File: src/rtl/capture_ctrl.sv
// Acquisition sequencer for the circular sample RAM: pre-fill, arm,
// wait for trigger, write the post-trigger tail, then hold done.
module capture_ctrl #(
    parameter int ADDR_W = 9
) (
    input  logic              clk,
    input  logic              rst,
    input  logic              run,
    input  logic              stop,
    input  logic              clr_cap_done,
    input  logic [ADDR_W-1:0] trig_pos,
    input  logic              en,
    input  logic              triggered,
    output logic              we,
    output logic [ADDR_W-1:0] waddr,
    output logic              armed,
    output logic              capture_done,
    output logic [ADDR_W-1:0] trig_addr,
    output logic              busy
);

    typedef enum logic [2:0] {
        IDLE,
        PRE,
        ARMED,
        POST,
        DONE
    } state_t;

    localparam logic [ADDR_W:0] DEPTH_V = (ADDR_W+1)'(1) << ADDR_W;

    state_t            state;
    logic [ADDR_W:0]   cnt;
    logic [ADDR_W:0]   cnt_inc;
    logic [ADDR_W:0]   pre;
    logic [ADDR_W:0]   tp_ext;
    logic [ADDR_W-1:0] tp;

    // busy is a registered mirror of PRE/ARMED/POST; the reset edge never writes
    assign we      = en & busy & ~rst;
    assign cnt_inc = cnt + 1'b1;
    assign tp_ext  = {1'b0, tp};
    assign pre     = DEPTH_V - tp_ext;

    always_ff @(posedge clk) begin
        if (rst) begin
            state        <= IDLE;
            waddr        <= '0;
            trig_addr    <= '0;
            cnt          <= '0;
            tp           <= '0;
            armed        <= 1'b0;
            capture_done <= 1'b0;
            busy         <= 1'b0;
        end else if (stop) begin
            state        <= IDLE;
            armed        <= 1'b0;
            capture_done <= 1'b0;
            busy         <= 1'b0;
        end else begin
            if (we) begin
                waddr <= waddr + 1'b1;
            end
            unique case (state)
                IDLE: begin
                    if (run) begin
                        state <= PRE;
                        busy  <= 1'b1;
                        waddr <= '0;
                        cnt   <= '0;
                        tp    <= (trig_pos == '0) ? ADDR_W'(1) : trig_pos;
                    end
                end
                PRE: begin
                    if (en) begin
                        cnt <= cnt_inc;
                        if (cnt_inc == pre) begin
                            state <= ARMED;
                            armed <= 1'b1;
                        end
                    end
                end
                ARMED: begin
                    if (triggered) begin
                        // a write in the trigger cycle is post-sample #1
                        trig_addr <= waddr;
                        armed     <= 1'b0;
                        cnt       <= en ? (ADDR_W+1)'(1) : '0;
                        if (en && tp == ADDR_W'(1)) begin
                            state        <= DONE;
                            busy         <= 1'b0;
                            capture_done <= 1'b1;
                        end else begin
                            state <= POST;
                        end
                    end
                end
                POST: begin
                    if (en) begin
                        cnt <= cnt_inc;
                        if (cnt_inc == tp_ext) begin
                            state        <= DONE;
                            busy         <= 1'b0;
                            capture_done <= 1'b1;
                        end
                    end
                end
                DONE: begin
                    if (clr_cap_done) begin
                        state        <= IDLE;
                        capture_done <= 1'b0;
                    end
                end
                default: begin
                    state <= IDLE;
                    busy  <= 1'b0;
                    armed <= 1'b0;
                end
            endcase
        end
    end

endmodule

File: config.mk
export PLATFORM = sky130hd
export DESIGN_NAME = capture_ctrl
export DESIGN_NICKNAME = d
export VERILOG_FILES = /design/src/rtl/capture_ctrl.sv
export SDC_FILE = /design/constraint.sdc
export NUM_CORES = 1
export LEC_CHECK = 0
export ABC_AREA = 1
export CORE_MARGIN = 4
export CORE_UTILIZATION = 42
export DETAILED_ROUTE_END_ITERATION = 8
export PLACE_DENSITY = 0.71
export SLEW_MARGIN = 40
export SYNTH_ARGS = -nofsm -noshare
export SYNTH_HDL_FRONTEND = slang
export SYNTH_SLANG_ARGS = --single-unit
File: constraint.sdc
create_clock -name clk -period 1.7 [get_ports clk]
set_input_delay 0.34 -clock clk [delete_from_list [all_inputs] [get_ports clk]]
set_output_delay 0.34 -clock clk [all_outputs]
set_load 0.01 [all_outputs]
==> results of run 1 <==
[Yosys cell counts]
master,number,area (um2)
clkbuf_1,6,22.5
nand2_1,119,447
nand4_1,8,50.1
nand3_1,42,210
o22ai_1,1,6.26
nand2_2,8,50.1
a221oi_1,1,8.76
ha_1,4,50.1
nor2_2,2,12.5
o21ai_1,1,5.00
o21ai_0,23,115
nor4_1,2,12.5
a211oi_1,2,15.0
a21oi_1,29,145
a31oi_1,1,6.26
xor2_1,3,26.3
xnor2_1,1,8.76
nand3_2,1,10.0
or2_2,2,12.5
clkinv_1,1,3.75
nor3_1,8,40.0
buf_2,1,5.00
inv_1,56,210
o21bai_1,1,7.51
and3_1,1,6.26
dfxtp_1,43,861
nor2_4,3,33.8
nor2_1,51,191
[layer usage]
layer | track usage | routed length (um) | vias to the layer above
met5 | 0 | 0 | -
met4 | 0.0637 | 113 | 0
met3 | 0.0371 | 297 | 13
met2 | 0.373 | 3770 | 56
met1 | 0.264 | 3320 | 1363
li1 | - | - | 1551
[what timing repair did]
action                                  in CTS  in global routing
pin swaps                                   22                 26
buffers inserted                             4                  6
gates resized for setup                     37                 34
endpoints found under the setup margin       9                  9
[registers in the layout, indices dropped and copies added (netlist names)]
register / cells
waddr: 9
cnt: 10
state: 3
trig_addr: 9
tp: 9
armed: 1
capture_done: 1
busy: 1
[metrics by stage]
stage	power (mW)	cell area (um2)	util	std cells
after global placement	1.70	3400	0.574	576
after CTS	2.57	3630	0.613	588
after global routing	2.75	3790	0.641	594
after detailed placement	1.71	3400	0.574	576
final	2.60	3790	0.641	594
after floorplan	1.47	2580	-	421
[cell families after synthesis]
family / after synthesis / share of synthesized area
flip-flops: 43 / 0.335
AO/OA/AOI/OAI: 59 / 0.120
AND/OR/NAND/NOR: 247 / 0.418
buffers and inverters: 64 / 0.0939
XOR/XNOR: 4 / 0.0136
adder cells (fa/ha/maj): 4 / 0.0195
[cell usage in the layout (no fill, tap or decap), types with 3 or more instances in the layout]
cell,n
nand4_1,8
nand3_1,37
clkbuf_8,5
buf_4,56
clkdlybuf4s50_1,33
dfxtp_2,5
nand2_2,17
a21oi_2,3
nor2_4,4
inv_2,5
dlygate4sd2_1,4
nand3_2,5
nor2_1,43
dfxtp_4,5
a21oi_1,26
nor2_2,9
nor3_1,5
nor3_2,3
o21ai_0,23
dfxtp_1,33
inv_1,50
nand2_1,106
buf_6,4
nand2_4,4
[area by class of cell]
cell class / count / area (um2) / share of cell area
repair buffers: 97 / 831 / 0.219
clock buffers: 5 / 68.8 / 0.0181
clock inverters: 3 / 46.3 / 0.0122
multi-input cells: 314 / 1650 / 0.436
flip-flops and latches: 43 / 886 / 0.233
well taps: 75 / 93.8 / 0.0247
inverters: 57 / 216 / 0.0570
[worst paths after layout]
kind / startpoint / slack (ns) / cells after the start / end
setup / recovery: cnt[0] / -0.18 / 16 / state[1]
hold / removal: armed / 0.47 / 2 / armed
setup reg to reg: cnt[0] / -0.18 / 16 / state[1]
hold reg to reg: armed / 0.47 / 2 / armed
[power breakdown]
part           total, mW  internal, mW  switching (mW)
clock              0.843         0.443           0.400
sequential          1.07          1.04          0.0327
combinational      0.685         0.298           0.387
[tightest hold or removal path: stages, from the launching register on]
cell and delay [ns]:
dfxtp_1 0.32, nand2_1 0.05, a21oi_1 0.05
==> reports/results.ini, run 1 <==
[sta]
worst_pin_slew_ns = 0.265
skew_ns = 0.0133
tns_ns = -0.726
hold_viol_final = 0
max_freq_mhz = 533
max_slew_margin = 0.824
rsz0062_at_grt = true
drv_slew = 0
finalSetupViolCount = 6
period_share = 1.10
holdWs_ns = 0.470
finalCriticalPeriod_ns = 1.88
setup_ws_ns = -0.176

[routing]
via_count = 2983
drt.antenna.violating_nets = 0
firstDrtPassIters = 4
totalWireLength_um = 7500
wl_per_cell_um = 12.6
drt_iter0_drc = 171
via_per_inst = 5.02
drc = 0

[clock_network]
h-tree-depth = 2
cts_max_path_buffers = 2
clk_pin_slew_worst_paths_ns = 0.08
clockRootBuffer = clkbuf_8
cts_buffers = 5
clk_latency_ns = 0.30
clock-sinks = 43
ctsHoldBuffers = 0
cts_tree = yes

[job]
max_cap_viol_count = 0

[synthesis]
ys_seq_area_frac = 0.335
ys_types = 28
ys_ff_latch = 43
yosys_warnings = 0
avgSynthCellArea_um2 = 6.11
synthCells = 421
synth_area_um2 = 2570
synth.net_count = 441

[global_route]
grt_pass1_vias = 2913
overflow = 0
grt_max_degree = 20
grt_first_pass_wirelength_um = 12800
antenna_found_initial = 0
grt_util_all_layers = 0.212

[finish]
fill_cells = 542
nNetsFinal = 538
drive_gt1_frac = 0.266
antenna_cells = 0
area_growth_pct = 47.5

[floorplanning]
initial_utilization = 0.434
num_rows = 28
fp.coreArea_um2 = 5920
die_area_um2 = 7440
io_pins = 38
die_h_um = 86.3
die_x_um = 86.3

[critical_path]
path_class = register to register
slowest_stage = dfxtp_4
path_buf_inv = 2
crit_path_max_incr_delay_ns = 0.36
critical_path_arrival_ns = 2.07
endpoint_kind = register
cp_max_fo = 3
cp.required_ns = 1.90
start_kind = register
cpMostUsedCell = nor2_2
critical_path.top_delay_family = simple AND/OR/NAND/NOR gates
path_cells = ha_4 -> buf_6 -> inv_2 -> nand2_4 -> nand2_2 -> nand2_1 -> nand2_1 -> nand3_2 -> nor2_2 -> nand3_1 -> nor2_2 -> nor2_2 -> nor2_2 -> nand3_2 -> nor2_1 -> nor2_1

[placement]
buffer_ports.inserted = 37
place_ws_ns = -0.422
post-dp-hpwl_um = 5520
globalplace.congestion = 0.876

[power]
peakVddDrop_v = 0.000433
p_leak_nw = 1.72
power.density_nw_per_um2 = 684

[outcome]
violations = negative setup slack
run_status = finished with violations

[min_path]
hp-class = register to register

(Power assumes the default switching activity.)
==> run 2, diff against run 1 <==
--- a/config.mk
+++ b/config.mk
@@ -8,6 +8,7 @@
 export ABC_AREA = 1
 export CORE_MARGIN = 4
 export CORE_UTILIZATION = 42
+export CTS_CLUSTER_DIAMETER = 40
 export DETAILED_ROUTE_END_ITERATION = 8
 export PLACE_DENSITY = 0.71
 export SLEW_MARGIN = 40
==> results of run 2 <==
The final DEF is identical to that of run 1; final timing and power are the same.
==> run 3, diff against run 2 <==
--- a/config.mk
+++ b/config.mk
@@ -6,11 +6,12 @@
 export NUM_CORES = 1
 export LEC_CHECK = 0
 export ABC_AREA = 1
-export CORE_MARGIN = 4
+export CORE_MARGIN = 2
 export CORE_UTILIZATION = 42
 export CTS_CLUSTER_DIAMETER = 40
 export DETAILED_ROUTE_END_ITERATION = 8
-export PLACE_DENSITY = 0.71
+export PLACE_DENSITY = 0.67
+export SKIP_CTS_REPAIR_TIMING = 1
 export SLEW_MARGIN = 40
 export SYNTH_ARGS = -nofsm -noshare
 export SYNTH_HDL_FRONTEND = slang
==> run 3 against run 2 <==
  * The run still ends with negative setup slack left
  * Sequential power about the same
  * First-iteration DRC count down 20%
  * Utilization down 2.1 points
  * Clock skew down 0.0068 ns
  * Power down 1.5%
  * Count of clock-buffer cells in the layout unchanged
  * Maximum frequency down 4.9%
  * Final cell count down 0.84%
  * Flip-flop and latch count unchanged
  * Register-to-register slack worse by 0.098 ns
  * Die area down 9.1%
  * Worst setup slack worse by 0.098 ns
  * Critical endpoint unchanged
==> reports/results.ini, run 3 (synthesized netlist as in run 1, its figures left out) <==
[global_route]
grt_util_all_layers = 0.221
antenna_found_initial = 0
grt_first_pass_wirelength_um = 11600
grt_pass1_vias = 2669
overflow = 0
grt_max_degree = 20

[floorplanning]
fp.coreArea_um2 = 5920
num_rows = 28
die_area_um2 = 6770
io_pins = 38
initial_utilization = 0.434
die_x_um = 82.3
die_h_um = 82.3

[clock_network]
cts_buffers = 5
clk_pin_slew_worst_paths_ns = 0.09
clock-sinks = 43
clk_latency_ns = 0.30
cts_tree = yes
h-tree-depth = 2
cts_max_path_buffers = 2
clockRootBuffer = clkbuf_8

[critical_path]
critical_path_arrival_ns = 2.22
path_class = register to register
endpoint_kind = register
path_cells = buf_6 -> nand2_4 -> nor2_4 -> nand2_2 -> nand2_2 -> nand2_2 -> buf_4 -> nand2_1 -> nand2_1 -> nor2_1 -> nand4_1 -> nand2_2 -> nand3_2 -> nand2_1 -> nand2_1 -> nor2_1
cp.required_ns = 1.94
crit_path_max_incr_delay_ns = 0.35
slowest_stage = dfxtp_2
start_kind = register
cp_max_fo = 6
reg2reg_slack_ns = -0.27

[power]
switching_share = 0.309
total_power_mw = 2.56
power_frac_seq = 0.419
peakVddDrop_v = 0.000409
p_int_mw = 1.77
p_comb_frac = 0.252
power.density_nw_per_um2 = 697
p_leak_nw = 1.71
pwr-share-clk = 0.329
p_sw_mw = 0.790

[finish]
drive_gt1_frac = 0.220
antenna_cells = 0
final_cells = 589
final_common_cell = nand2_1
utilization = 0.620
fill_cells = 570
largest-register = cnt
nNetsFinal = 533
final_cell_mix = nand2_1 (113), buf_4 (54), inv_1 (51)
area_growth_pct = 42.8
finalInstanceArea_um2 = 3670
largest_register_ff_count = 10

[routing]
drt_iter0_drc = 136
drc = 0
totalWireLength_um = 7140
via_per_inst = 4.94
drt.antenna.violating_nets = 0
firstDrtPassIters = 5
via_count = 2912
wl_per_cell_um = 12.1

[placement]
buffer_ports.inserted = 37
place_ws_ns = -0.449
dpl.cell_count = 573
placed_cell_area_um2 = 3370
globalplace.congestion = 0.964
post-dp-hpwl_um = 5440

[sta]
worst_pin_slew_ns = 0.396
setup_ws_ns = -0.273
tns_ns = -1.35
skew_ns = 0.00652
max_slew_margin = 0.734
drv_slew = 0
hold_viol_final = 0
finalSetupViolCount = 6
max_freq_mhz = 507
period_share = 1.16
holdWs_ns = 0.435
rsz0062_at_grt = true
finalCriticalPeriod_ns = 1.97

[outcome]
run_status = finished with violations
violations = negative setup slack

[job]
max_cap_viol_count = 0

[min_path]
hp-class = primary input to register

## run 3: changes by cell type in the layout (fill, tap and decap cells not counted), sizes merged
| cell | before | now |
|---|---|---|
| clkinv | 1 | 2 |
| dlygate4sd2 | 4 | 0 |
| dlymetal6s2s | 0 | 4 |
| buf | 60 | 55 |
| clkinvlp | 1 | 0 |
## run 3: layer usage
layer	track usage	up-vias	share of wire
met3	0.0446	7	0.043
met4	0.0600	0	0.011
li1	-	1534	-
met1	0.267	1314	0.44
met5	0	-	0
met2	0.394	57	0.50
## run 3: critical path: cells and delay by family, from the launching register on
family / cells / cell delay, ns
flops: 1 / 0.35
simple gates: 14 / 1.31
buf+inv: 2 / 0.24
## run 3: final cells by class
type | count | area, um2 | area share
timing repair buffer | 92 | 797 | 0.217
sequential | 43 | 868 | 0.236
clock inverter | 3 | 47.5 | 0.0129
clock buffer | 5 | 68.8 | 0.0187
multi-input combinational | 314 | 1580 | 0.430
inverter | 57 | 216 | 0.0589
tap | 75 | 93.8 | 0.0256
## run 3: power groups by stage
stage	clock network, mW	logic (mW)	registers, mW
2_1_floorplan	0	0.378	1.10
5_1_grt	0.896	0.731	1.08
6_report	0.842	0.646	1.07
4_1_cts	0.865	0.616	1.07
3_3_place_gp	0	0.609	1.09
3_5_place_dp	0	0.613	1.09
## run 3: worst paths after layout
check | end | from | cells after the start
min reg2reg | capture_done | capture_done | 2
min | waddr[0] | stop | 4
max reg2reg | state[1] | cnt[1] | 16
max | state[1] | cnt[1] | 16
